==> src/rtl/handshaking_pkg.sv <==
// Shared definitions for the valid/ready byte link (master and slave ends).
package handshaking_pkg;

    localparam int DEF_DATA_W = 8;
    localparam int RX_CNT_W   = 16;

    typedef logic [DEF_DATA_W-1:0] word_t;

endpackage : handshaking_pkg

==> src/rtl/hs_fifo_mem.sv <==
// Buffer storage for handshaking_slave: one synchronous write port, one async read port.
module hs_fifo_mem #(
    parameter int DATA_W = 8,
    parameter int DEPTH  = 4,
    parameter int AW     = $clog2(DEPTH)
) (
    input  logic              clk,
    input  logic              we,
    input  logic [AW-1:0]     waddr,
    input  logic [DATA_W-1:0] wdata,
    input  logic [AW-1:0]     raddr,
    output logic [DATA_W-1:0] rdata
);

    logic [DATA_W-1:0] mem_r [DEPTH];

    // Storage write; the array is deliberately not reset.
    always_ff @(posedge clk) begin
        if (we) begin
            mem_r[waddr] <= wdata;
        end
    end

    assign rdata = mem_r[raddr];

endmodule : hs_fifo_mem

==> src/rtl/handshaking_slave.sv <==
// Receiving end of the valid/ready link: buffers accepted words in a FWFT FIFO
// and hands them to the local consumer on a second valid/ready pair.
module handshaking_slave
    import handshaking_pkg::*;
#(
    parameter int DATA_W = DEF_DATA_W,
    parameter int DEPTH  = 4
) (
    input  logic                       clk,
    input  logic                       rst,
    input  logic [DATA_W-1:0]          data_in,
    input  logic                       valid_in,
    output logic                       ready_out,
    output logic [DATA_W-1:0]          data_out,
    output logic                       data_valid,
    input  logic                       data_ready,
    output logic [$clog2(DEPTH+1)-1:0] count,
    output logic [RX_CNT_W-1:0]        rx_total
);

    localparam int AW = $clog2(DEPTH);
    localparam int CW = $clog2(DEPTH + 1);
    localparam logic [CW-1:0]       CNT_ONE = CW'(1);
    localparam logic [CW-1:0]       CNT_MAX = CW'(DEPTH);
    localparam logic [AW-1:0]       PTR_ONE = AW'(1);
    localparam logic [RX_CNT_W-1:0] RX_ONE  = RX_CNT_W'(1);

    logic [AW-1:0] wr_ptr_r;
    logic [AW-1:0] rd_ptr_r;
    logic [CW-1:0] count_nxt_s;
    logic          push_s;
    logic          pop_s;

    assign push_s     = valid_in && ready_out;
    assign pop_s      = data_valid && data_ready;
    assign data_valid = (count != {CW{1'b0}});

    // Next occupancy: a simultaneous push and pop leaves it unchanged.
    always_comb begin
        count_nxt_s = count;
        case ({push_s, pop_s})
            2'b10:   count_nxt_s = count + CNT_ONE;
            2'b01:   count_nxt_s = count - CNT_ONE;
            default: count_nxt_s = count;
        endcase
    end

    // Control state: pointers, occupancy, registered ready and receive counter.
    always_ff @(posedge clk or negedge rst) begin
        if (!rst) begin
            wr_ptr_r  <= {AW{1'b0}};
            rd_ptr_r  <= {AW{1'b0}};
            count     <= {CW{1'b0}};
            ready_out <= 1'b0;
            rx_total  <= {RX_CNT_W{1'b0}};
        end else begin
            if (push_s) begin
                wr_ptr_r <= wr_ptr_r + PTR_ONE;
                rx_total <= rx_total + RX_ONE;
            end
            if (pop_s) begin
                rd_ptr_r <= rd_ptr_r + PTR_ONE;
            end
            count <= count_nxt_s;
            // Ready looks one cycle ahead so the master is stopped before overflow.
            ready_out <= (count_nxt_s < CNT_MAX);
        end
    end

    hs_fifo_mem #(
        .DATA_W (DATA_W),
        .DEPTH  (DEPTH),
        .AW     (AW)
    ) u_mem (
        .clk   (clk),
        .we    (push_s),
        .waddr (wr_ptr_r),
        .wdata (data_in),
        .raddr (rd_ptr_r),
        .rdata (data_out)
    );

endmodule : handshaking_slave

==> config.mk <==
export PLATFORM = sky130hd
export DESIGN_NAME = handshaking_slave
export DESIGN_NICKNAME = d
export VERILOG_FILES = /design/src/rtl/handshaking_pkg.sv /design/src/rtl/hs_fifo_mem.sv /design/src/rtl/handshaking_slave.sv
export SDC_FILE = /design/constraint.sdc
export NUM_CORES = 1
export LEC_CHECK = 0
export ABC_AREA = 0
export BUFFER_PORTS_ARGS = -buffer_cell sky130_fd_sc_hd__buf_4
export CAP_MARGIN = 5
export CORE_MARGIN = 3
export CORE_UTILIZATION = 54
export DETAILED_ROUTE_END_ITERATION = 12
export PLACE_DENSITY = 0.78
export SLEW_MARGIN = 0
export SYNTH_ARGS = -nofsm -noshare
export SYNTH_HDL_FRONTEND = slang
export SYNTH_HIERARCHICAL = 1
export SYNTH_SLANG_ARGS = --single-unit
==> constraint.sdc <==
create_clock -name clk -period 2.3 [get_ports clk]
set_input_delay 0.345 -clock clk [delete_from_list [all_inputs] [get_ports clk]]
set_output_delay 0.345 -clock clk [all_outputs]
set_load 0.01 [all_outputs]
; Word-level counts from Yosys, hierarchy flattened
; Memory sizes are Yosys's and may differ from the RTL's.
; Index checks and enable logic that the tools add are counted.
[totals]
reg_bits = 24
in_bits = 12
word_cells = 20
output_inout_bits = 29
ramBits = 32
mem_bits_ro = 0
n_memories = 1
latchBits = 0
[mem_list]
columns = memory, words, word_bits, rd, rd_ports_with_merged_regs, wr, line
row1 = u_mem.mem_r, 4, 8, 1, 0, 1, hs_fifo_mem.sv:15  ; logic [DATA_W-1:0] mem_r [DEPTH];
[classes]
div_mod_pow = 0
add_sub_neg = 5
n_eq_ne = 2
order_cmp = 1
shifts = 0
mux = 3
multipliers = 0
bitwise_logic = 0
n_reduce_logical = 3
[ops]
columns = cell, count
row1 = "adder 16 x 1 -> 16 bit, second input constant", 1
row2 = one-hot mux 3 bit (2 select lines), 1
row3 = "adder 2 x 1 -> 2 bit, second input constant", 2
row4 = "adder 3 x 1 -> 3 bit, second input constant", 1
row5 = "less-than comparator 3 bit, second input constant", 1
row6 = nonzero test 3 bit, 1
row7 = "subtractor 3 x 1 -> 3 bit, second input constant", 1
row8 = "== test 2 x 1 -> 1 bit, second input constant", 1
row9 = "== test 2 bit, second input constant", 1
row10 = logical AND 1 bit, 2
row11 = 2-to-1 mux 1 bit, 2

; Depth between registers and ports, before layout
; Gate-level depths: netlist of run 1.
[depth]
ltp_word = 5
depth_mapped = 8

; Modules after synthesis
; Netlist of run 1, hierarchy kept.
[by_module_without_submodules]
columns = mod, area_each_um2, cells_per_inst, instances, seq_area_each_um2
row1 = hs_fifo_mem, 1188.6, 46, 1, 960.9
row2 = handshaking_slave, 1064.8, 84, 1, 600.6

; Worst setup path after synthesis of run 1
; No wires, ideal clock.
[synth_timing]
kind = reg2reg
from = reg with a tool-made name
to = reg ready_out
path_stages_with_launch = 9
n_path_buf = 0
slack_ps = 89
arrival_time_ps = 2091
period_less_slack_ps = 2211
path_cell_list = dfrtp_1 > or3_1 > and2_1 > ha_1 > fa_1 > xnor2_1 > nor2_1 > xor2_1 > inv_1
[synth_lines]
columns = item, line
row1 = end signal: assignment, handshaking_slave.sv:66  ; ready_out <= (count_nxt_s < CNT_MAX);
row2 = end: declaration, handshaking_slave.sv:13  ; output logic ready_out,

==> impl_metrics.py, run 1 <==
metrics = {
    "synth": {
        "async_reset_ff_share_pct": 42.9,
        "yosysSeqAreaShare_pct": 69.3,
        "synthesis.area_um2": 2250,
        "synth_cells": 130,
        "synth_edf_count": 32,
        "synth_top_area_share_pct": 42.6,
        "synth_top_cells_by_count": "edfxtp_1, dfrtp_1, xnor2_1",
        "synth_compound_area_share_pct": 0,
        "ys.flop_type": "edfxtp_1",
        "yosys.area.top_type": "edfxtp_1",
        "synth_mux_area_share_pct": 9.00,
        "syn-num-nets": 145,
        "synthAdderAreaFrac_pct": 2.00,
        "avgSynthCellArea_um2": 17.3,
        "yosys.area_share.simple_pct": 9.77,
        "synth_seq_cells": 56,
        "yosysUniqueCellTypes": 27,
        "synth_top_family_by_area": "simple AND/OR/NAND/NOR gates",
        "ys_warn_count": 6,
        "synthXorXnorAreaFrac_pct": 8.55,
        "yosys-top-cells-area": "edfxtp_1, dfrtp_1, mux4_2, xnor2_1, xor2_1",
        "synth.most_common_cell": "edfxtp_1",
    },
    "global_route": {
        "antenna_found_initial": 0,
        "grt_pass1_wl_um": 6070,
        "grt_overflow": 0,
        "grt_pass1_vias": 1235,
        "track_usage_pct": 15.9,
        "grt_max_degree": 25,
    },
    "final_layout": {
        "antenna_cells": 0,
        "drive_above_1_share_pct": 41.3,
        "final_core_util_pct": 72.0,
        "nets": 198,
        "area_growth_pct": 22.2,
    },
    "timing": {
        "fin_skew_ps": 6.15,
        "rsz0062_at_grt": "false",
        "period_share_pct": 93.8,
        "fmax_mhz": 463,
        "slew_headroom_pct": 62.3,
        "setup_viol": 0,
        "finalSetupTns_ps": 0,
        "hold_viol_final": 0,
        "slew_viol_final": 0,
        "worst_pin_slew_ps": 566,
        "fin_crit_ps": 2160,
    },
    "floorplanning": {
        "rows": 22,
        "dieWidth_um": 70.6,
        "start_util_pct": 58.9,
        "die_h_um": 70.6,
        "core_area_um2": 3830,
        "die_area_um2": 4980,
        "io_pins": 41,
    },
    "route": {
        "finalWirelength_um": 3820,
        "drtIter0Drc": 68,
        "dr.pass1.iters": 4,
        "num_vias": 1235,
        "viasPerCell": 5.32,
        "wire_per_inst_um": 16.4,
        "antenna_left": 0,
        "drc": 0,
    },
    "worst_setup_path": {
        "path_class": "register to register",
        "ff2ff_path_depth": 8,
        "worstPathCellList": "or3_4 > and2_4 > ha_2 > fa_1 > xnor2_1 > nor2_1 > xor2_1 > inv_1",
        "cp_max_fo": 3,
        "crit_family": "simple AND/OR/NAND/NOR gates",
        "slowest_delay_ps": 400,
        "r2r_end": "ready_out",
        "endpoint_kind": "register",
        "reg2reg_slack_ps": 140,
        "startpoint_type": "register",
        "worstPathRequired_ps": 2480,
        "arrival_ps": 2340,
        "cp_num_buf_inv": 1,
        "worst_path_max_delay_cell": "or3_4",
    },
    "min_path": {
        "hp-class": "input port to register",
        "hold_end": "u_mem/mem_r[1][3]",
        "hold_path_depth": 1,
        "worstHoldStart": "data_in[3]",
    },
    "clocking": {
        "clock-sinks": 56,
        "clkLatencyLatePin_ps": 290,
        "cts_root_buf": "clkbuf_8",
        "h-tree-depth": 2,
        "path_clk_slew_ps": 90,
        "cts_buffer_depth": 2,
        "numCtsBuffers": 5,
        "cts_tree": "built",
    },
    "power": {
        "ir_worst_vdd_mv": 0.908,
        "leakage_nw": 1.11,
        "power_density_nw_per_um2": 1110,
    },
    "run_status": {
        "outcome": "complete, no violations",
    },
    "placement": {
        "numPortBuffers": 40,
        "gp_congestion": 0.680,
        "dpl.hpwl_um": 2630,
    },
    "job": {
        "cap_violations": 0,
    },
}
-- sequential cells by signal, indices dropped and copies added (netlist names), named ones only --
| register | cells |
|---|---|
| rd_ptr_r | 2 |
| count | 2 |
| u_mem/mem_r | 32 |
| rx_total | 16 |
| wr_ptr_r | 2 |
| ready_out | 1 |
-- kinds of logic (layout without fill, tap and decap cells) --
family | count (synthesis) | count (layout)
xor+xnor | 22 | 22
fa+ha+maj | 3 | 3
mux | 10 | 10
flops | 56 | 56
buf+inv | 6 | 60
simple gates | 33 | 33
-- how the worst max path moves through the flow --
| stage | to | depth (start not counted) | from |
|---|---|---|---|
| finish | ready_out | 8 | register |
| global route | ready_out | 8 | register |
| CTS | ready_out | 8 | count[1] |
| detailed placement | ready_out | 8 | count[1] |
| global placement | ready_out | 8 | register |
| floorplan | ready_out | 8 | register |
-- timing repair --
| action | 4_1_cts | 5_1_grt |
|---|---|---|
| hold endpoints to repair | 24 | 0 |
| resized for setup | 0 | 4 |
| hold buffers | 1 | 0 |
| buffers inserted | 0 | 5 |
| endpoints found under the setup margin | 0 | 2 |
-- report_power, final --
| part | total (mW) | internal (mW) | leakage (nW) | switching [mW] |
|---|---|---|---|---|
| clock network | 0.491 | 0.206 | 0.0415 | 0.284 |
| logic | 1.06 | 0.633 | 0.480 | 0.430 |
| registers | 1.51 | 1.29 | 0.592 | 0.225 |
| total | 3.07 | 2.13 | 1.11 | 0.939 |
-- layer usage --
metal  routed length [µm]  vias to the layer above  GRT usage [%]  share of wire (%)
li1                     -                      585              -                  -
met5                    0                        -              0                  0
met4                   24                        0           5.01               0.63
met1                 1610                      621           20.6                 42
met3                  149                        2           3.69                3.9
met2                 2030                       27           26.8                 53
-- final cells by class --
type	instances	area, µm²
fillers	246	1070
repair buffers	48	363
well taps	48	60.1
clock inverters	3	13.8
flip-flops and latches	56	1560
clock buffers	5	68.8
inverters	4	15.0
multi-input cells	68	671
-- metrics by stage --
stage	cell area (µm²)	setup slack (ps)	hold WS [ps]	cells	power (mW)
finish	2750	142	246	232	3.07
global route	2750	8.35	229	232	3.26
CTS	2710	22.0	240	227	3.01
detailed placement	2610	44.7	262	218	2.53
global placement	2610	162	253	218	2.47
floorplan	2250	88.6	49.4	130	2.09
-- layout by cell type (no fill, tap or decap), types with 2 or more instances in the layout --
cell type / netlist / final
buf_4: 0 / 47
edfxtp_1: 32 / 32
dfrtp_1: 24 / 23
xnor2_1: 16 / 16
mux4_2: 8 / 8
xor2_1: 6 / 6
nand2_1: 6 / 6
clkbuf_8: 0 / 5
inv_1: 4 / 4
nor2_1: 4 / 4
nand3_1: 4 / 4
nand4_1: 4 / 4
mux2_2: 2 / 2
nor3_2: 2 / 2
and3b_1: 2 / 2
Power figures use the tool's default switching activity.
==> run 2: changes to the inputs <==
--- a/config.mk
+++ b/config.mk
@@ -9,9 +9,9 @@
 export BUFFER_PORTS_ARGS = -buffer_cell sky130_fd_sc_hd__buf_4
 export CAP_MARGIN = 5
 export CORE_MARGIN = 3
-export CORE_UTILIZATION = 54
+export CORE_UTILIZATION = 30
 export DETAILED_ROUTE_END_ITERATION = 12
-export PLACE_DENSITY = 0.78
+export PLACE_DENSITY = 0.6
 export SLEW_MARGIN = 0
 export SYNTH_ARGS = -nofsm -noshare
 export SYNTH_HDL_FRONTEND = slang
==> run 2 against run 1 <==
Power shrank 0.23%; sequential cell count stayed put; final cell count rose by 19%; critical path depth did not move; sequential share of layout area fell by 0.81 points; non-clock buffer count shrank 3; utilization fell by 32 points; fmax down 0.35%; routed wire length increased by 2.2%; critical path type unchanged; largest power group unchanged.
==> impl_metrics.py, run 2 (synthesis results as in run 1) <==
metrics = {
    "timing": {
        "fin_crit_ps": 2170,
        "worst_pin_slew_ps": 457,
        "hold_viol_final": 0,
        "fmax_mhz": 462,
        "slew_viol_final": 0,
        "slew_headroom_pct": 69.5,
        "period_share_pct": 94.2,
        "worst_hold_slack_ps": 235,
        "fin_skew_ps": 8.93,
        "setup_viol": 0,
    },
    "worst_setup_path": {
        "arrival_ps": 2360,
        "slowest_delay_ps": 410,
        "startpoint_type": "register",
        "worstPathRequired_ps": 2500,
        "worst_path_max_delay_cell": "dfrtp_1",
        "path_class": "register to register",
        "endpoint_kind": "register",
        "cp_max_fo": 3,
        "worstPathCellList": "or3_1 > and2_1 > ha_2 > fa_1 > xnor2_1 > nor2_1 > xor2_1 > inv_1",
    },
    "floorplanning": {
        "start_util_pct": 32.1,
        "io_pins": 41,
        "die_area_um2": 8590,
        "rows": 30,
        "dieWidth_um": 92.7,
        "die_h_um": 92.7,
        "core_area_um2": 7020,
    },
    "final_layout": {
        "final_cell_mix": "buf_4, edfxtp_1, dfrtp_1, xnor2_1, mux4_2",
        "fillers": 662,
        "largest_reg_flops": 32,
        "reg_top3": "u_mem/mem_r (32), rx_total (16)",
        "nets": 195,
        "multi_input_area_um2": 663,
        "final_core_util_pct": 39.8,
        "final_common_cell": "buf_4",
        "drive_above_1_share_pct": 39.2,
        "antenna_cells": 0,
        "top_register": "u_mem/mem_r",
        "final_cell_count_no_fill": 277,
        "regArea_um2": 1560,
        "area_growth_pct": 23.9,
    },
    "clocking": {
        "cts_root_buf": "clkbuf_8",
        "clkLatencyLatePin_ps": 310,
        "clock-sinks": 56,
        "cts_tree": "built",
        "h-tree-depth": 2,
        "path_clk_slew_ps": 100,
        "numCtsBuffers": 5,
        "cts_buffer_depth": 2,
    },
    "power": {
        "power.switching_mw": 0.958,
        "p_seq_share_pct": 48.1,
        "power_density_nw_per_um2": 1100,
        "clockPowerShare_pct": 17.4,
        "ir_worst_vdd_mv": 0.429,
        "switching_share_pct": 31.3,
        "intPower_mw": 2.10,
        "leakage_nw": 1.10,
        "p_comb_share_pct": 34.5,
    },
    "placement": {
        "dpl.hpwl_um": 2780,
        "placed_cells": 267,
        "numPortBuffers": 40,
        "gp_congestion": 0.691,
    },
    "global_route": {
        "track_usage_pct": 9.85,
        "grt_overflow": 0,
        "grt_pass1_vias": 1287,
        "grt_max_degree": 25,
        "antenna_found_initial": 0,
        "grt_pass1_wl_um": 6510,
    },
    "route": {
        "dr.pass1.iters": 4,
        "wire_per_inst_um": 14.1,
        "viasPerCell": 4.40,
        "drc": 0,
        "finalWirelength_um": 3900,
        "num_vias": 1220,
        "drtIter0Drc": 79,
        "antenna_left": 0,
    },
    "run_status": {
        "outcome": "complete, no violations",
    },
    "job": {
        "cap_violations": 0,
    },
    "min_path": {
        "worstHoldStart": "data_in[1]",
        "hp-class": "input port to register",
    },
}
-- run 2: changes by cell type in the layout (fill, tap and decap cells not counted), sizes merged --
cell	before	now
buf	47	44
inv	4	5
clkinvlp	1	0
-- run 2: layout make-up --
type                    count  area share, %
repair buffers             45           12.2
inverters                   4          0.538
flip-flops and latches     56           55.9
clock buffers               5           2.47
well taps                  96           4.30
clock inverters             3          0.807
multi-input cells          68           23.8
-- run 2: per-layer routing --
layer,GRT usage (%),up-vias,part of all wire [%]
li1,-,575,-
met1,12.7,595,44
met2,16.1,45,47
met3,3.17,5,8.2
met4,2.56,0,1.0
met5,0,-,0
-- run 2: path summary, 6_finish.rpt --
kind	endpoint	slack, ps	depth (start not counted)
hold reg to reg	rx_total[15]	480	1
hold / removal	u_mem/mem_r[2][1]	240	1
max in group asynchronous	rx_total[2]	1600	2
min in group asynchronous	rx_total[8]	460	2
setup / recovery	ready_out	130	8
setup reg to reg	ready_out	130	8
-- run 2: stage by stage --
stage	TNS (ps)	setup WS, ps	total power, mW	cell area, µm²
3_3_place_gp	0	122	2.53	2680
5_1_grt	-17.6	-17.6	3.27	2790
2_1_floorplan	0	88.6	2.09	2250
6_report	0	134	3.06	2790
3_5_place_dp	0	71.5	2.55	2680
4_1_cts	0	71.1	3.11	2780
-- run 2: power groups by stage --
stage	sequential (mW)	combinational (mW)	clock (mW)
2_1_floorplan	1.48	0.601	0
4_1_cts	1.47	1.06	0.568
5_1_grt	1.50	1.15	0.613
3_3_place_gp	1.49	1.04	0
6_report	1.47	1.06	0.533
3_5_place_dp	1.49	1.06	0
-- run 2: worst max-delay path: cells and delay by family, from the launching register on --
| kind | cells | cell delay [ps] |
|---|---|---|
| and+or+nand+nor | 3 | 700 |
| adders and majority gates | 2 | 580 |
| DFF | 1 | 410 |
| xor gates and xnor gates | 2 | 320 |
| buffers and inverters | 1 | 50 |
-- run 2: repair_timing --
item | in CTS | in global routing
endpoints found under the hold margin | 24 | 0
hold buffers | 1 | 0
setup buffers | 0 | 1
endpoints found under the setup margin | 0 | 1
gates resized for setup | 0 | 1
==> run 3: changes to the inputs <==
--- a/config.mk
+++ b/config.mk
@@ -6,7 +6,7 @@
 export NUM_CORES = 1
 export LEC_CHECK = 0
 export ABC_AREA = 0
-export BUFFER_PORTS_ARGS = -buffer_cell sky130_fd_sc_hd__buf_4
+export BUFFER_PORTS_ARGS = -buffer_cell sky130_fd_sc_hd__buf_2
 export CAP_MARGIN = 5
 export CORE_MARGIN = 3
 export CORE_UTILIZATION = 30
==> run 3 against run 2 <==
Sequential cell count did not move; critical path depth unchanged; utilization decreased by 1.7 points; die area unchanged; clock power about the same; clock skew down 3.3 ps; sequential power grew 3%; fmax decreased by 0.30%.
==> impl_metrics.py, run 3 (synthesis results as in run 1) <==
metrics = {
    "floorplanning": {
        "io_pins": 41,
        "rows": 30,
        "die_h_um": 92.7,
        "start_util_pct": 32.1,
        "dieWidth_um": 92.7,
        "die_area_um2": 8590,
        "core_area_um2": 7020,
    },
    "route": {
        "met2WireLength_um": 1700,
        "wl_met1_um": 1790,
        "dr.pass1.iters": 4,
        "finalWirelength_um": 3770,
        "routed.top_layer": "met4",
        "drtIter0Drc": 53,
        "wire_per_inst_um": 13.7,
        "num_vias": 1209,
        "drc": 0,
        "antenna_left": 0,
        "dr_wl_met3_um": 253,
        "viasPerCell": 4.40,
    },
    "power": {
        "power_density_nw_per_um2": 1100,
        "ir_worst_vdd_mv": 0.502,
        "total_power_mw": 2.93,
        "leakage_nw": 1.07,
    },
    "worst_setup_path": {
        "worst_path_max_delay_cell": "dfrtp_1",
        "ff2ff_path_depth": 8,
        "cp_max_fo": 3,
        "startpoint_type": "register",
        "worstPathRequired_ps": 2500,
        "endpoint_kind": "register",
        "worstPathCellList": "or3_1 > and2_1 > ha_2 > fa_1 > xnor2_1 > nor2_1 > xor2_1 > inv_1",
        "slowest_delay_ps": 410,
        "arrival_ps": 2370,
        "path_class": "register to register",
    },
    "timing": {
        "fin_skew_ps": 5.64,
        "fin_crit_ps": 2170,
        "hold_viol_final": 0,
        "worst_hold_slack_ps": 5.31,
        "setup_ws_ps": 128,
        "rsz0062_at_grt": "false",
        "slew_viol_final": 0,
        "worst_pin_slew_ps": 550,
        "setup_viol": 0,
        "slew_headroom_pct": 63.4,
        "finalSetupTns_ps": 0,
        "fmax_mhz": 460,
        "period_share_pct": 94.5,
    },
    "clocking": {
        "cts_tree": "built",
        "cts_buffer_depth": 2,
        "clock-sinks": 56,
        "path_clk_slew_ps": 100,
        "numCtsBuffers": 5,
        "clkLatencyLatePin_ps": 310,
        "hold_buffers": 0,
        "cts_root_buf": "clkbuf_8",
        "h-tree-depth": 2,
    },
    "job": {
        "cap_violations": 0,
    },
    "final_layout": {
        "largest_reg_flops": 32,
        "antenna_cells": 0,
        "drive_above_1_share_pct": 39.1,
        "fillers": 688,
        "reg_top3": "u_mem/mem_r (32), rx_total (16)",
        "area_growth_pct": 18.7,
        "final_common_cell": "buf_2",
        "final_cell_mix": "buf_2, edfxtp_1, dfrtp_1, xnor2_1, mux4_2",
        "nets": 193,
        "top_register": "u_mem/mem_r",
    },
    "global_route": {
        "grt_pass1_vias": 1198,
        "grt_pass1_wl_um": 6200,
        "antenna_found_initial": 0,
        "grt_max_degree": 25,
        "track_usage_pct": 9.47,
        "grt_overflow": 0,
    },
    "placement": {
        "numPortBuffers": 40,
        "dp_slack_ps": 59.4,
        "gp_congestion": 0.694,
        "dpl.hpwl_um": 2660,
    },
    "min_path": {
        "hp-class": "input port to asynchronous set/reset pin",
    },
    "run_status": {
        "outcome": "complete, no violations",
    },
}
==> run 3: cell count changes in the layout (fill, tap and decap cells not counted) <==
cell | before | now
buf_4 | 44 | 3
buf_2 | 0 | 40
dlygate4sd3_1 | 1 | 0
==> run 3: power breakdown <==
group | switching (mW) | internal (mW)
Combinational | 0.406 | 0.482
Clock | 0.316 | 0.219
Sequential | 0.223 | 1.28
==> run 3: what timing repair did <==
item,CTS,global route
buffers inserted,0,1
gates resized for setup,0,1
setup endpoints to repair,0,1
hold endpoints to repair,0,0
==> run 3: per-layer routing <==
metal	global-route usage (%)	vias up
li1	-	571
met1	13.3	594
met2	14.0	39
met3	3.17	5
met4	2.56	0
met5	0	-
==> run 3: path summary, 6_finish.rpt <==
| kind | start | to | slack (ps) |
|---|---|---|---|
| worst max-delay path | register | ready_out | 130 |
| min in group clk | data_in[1] | u_mem/mem_r[0][1] | 250 |
| max in group asynchronous | rst | rx_total[5] | 1940 |
| worst min-delay path | rst | rx_total[2] | 5 |
| worst min register to register | rx_total[15] | rx_total[15] | 480 |
| worst max register to register | register | ready_out | 130 |
==> run 3: area by class of cell <==
| class | count | area (µm²) | share of cell area [%] |
|---|---|---|---|
| Sequential cell | 56 | 1560 | 58.4 |
| Timing Repair Buffer | 43 | 223 | 8.33 |
| Inverter | 4 | 15.0 | 0.562 |
| Clock buffer | 5 | 68.8 | 2.57 |
| Tap cell | 96 | 120 | 4.49 |
| Multi-Input combinational cell | 68 | 663 | 24.8 |
| Clock inverter | 3 | 22.5 | 0.842 |
==> run 3: metrics by stage <==
step	instance area, µm²	utilization [%]	instances
after global placement	2570	36.6	266
final	2670	38.1	275
after CTS	2660	38.0	274
after global routing	2670	38.1	275
after floorplan	2250	-	130
after detailed placement	2570	36.6	266
==> run 3: critical path: cells and delay by family, from the launching register on <==
family	cells	cell delay, ps
XOR/XNOR	2	330
adder cells (fa/ha/maj)	2	580
buffers and inverters	1	60
flip-flops	1	410
AND/OR/NAND/NOR	3	690
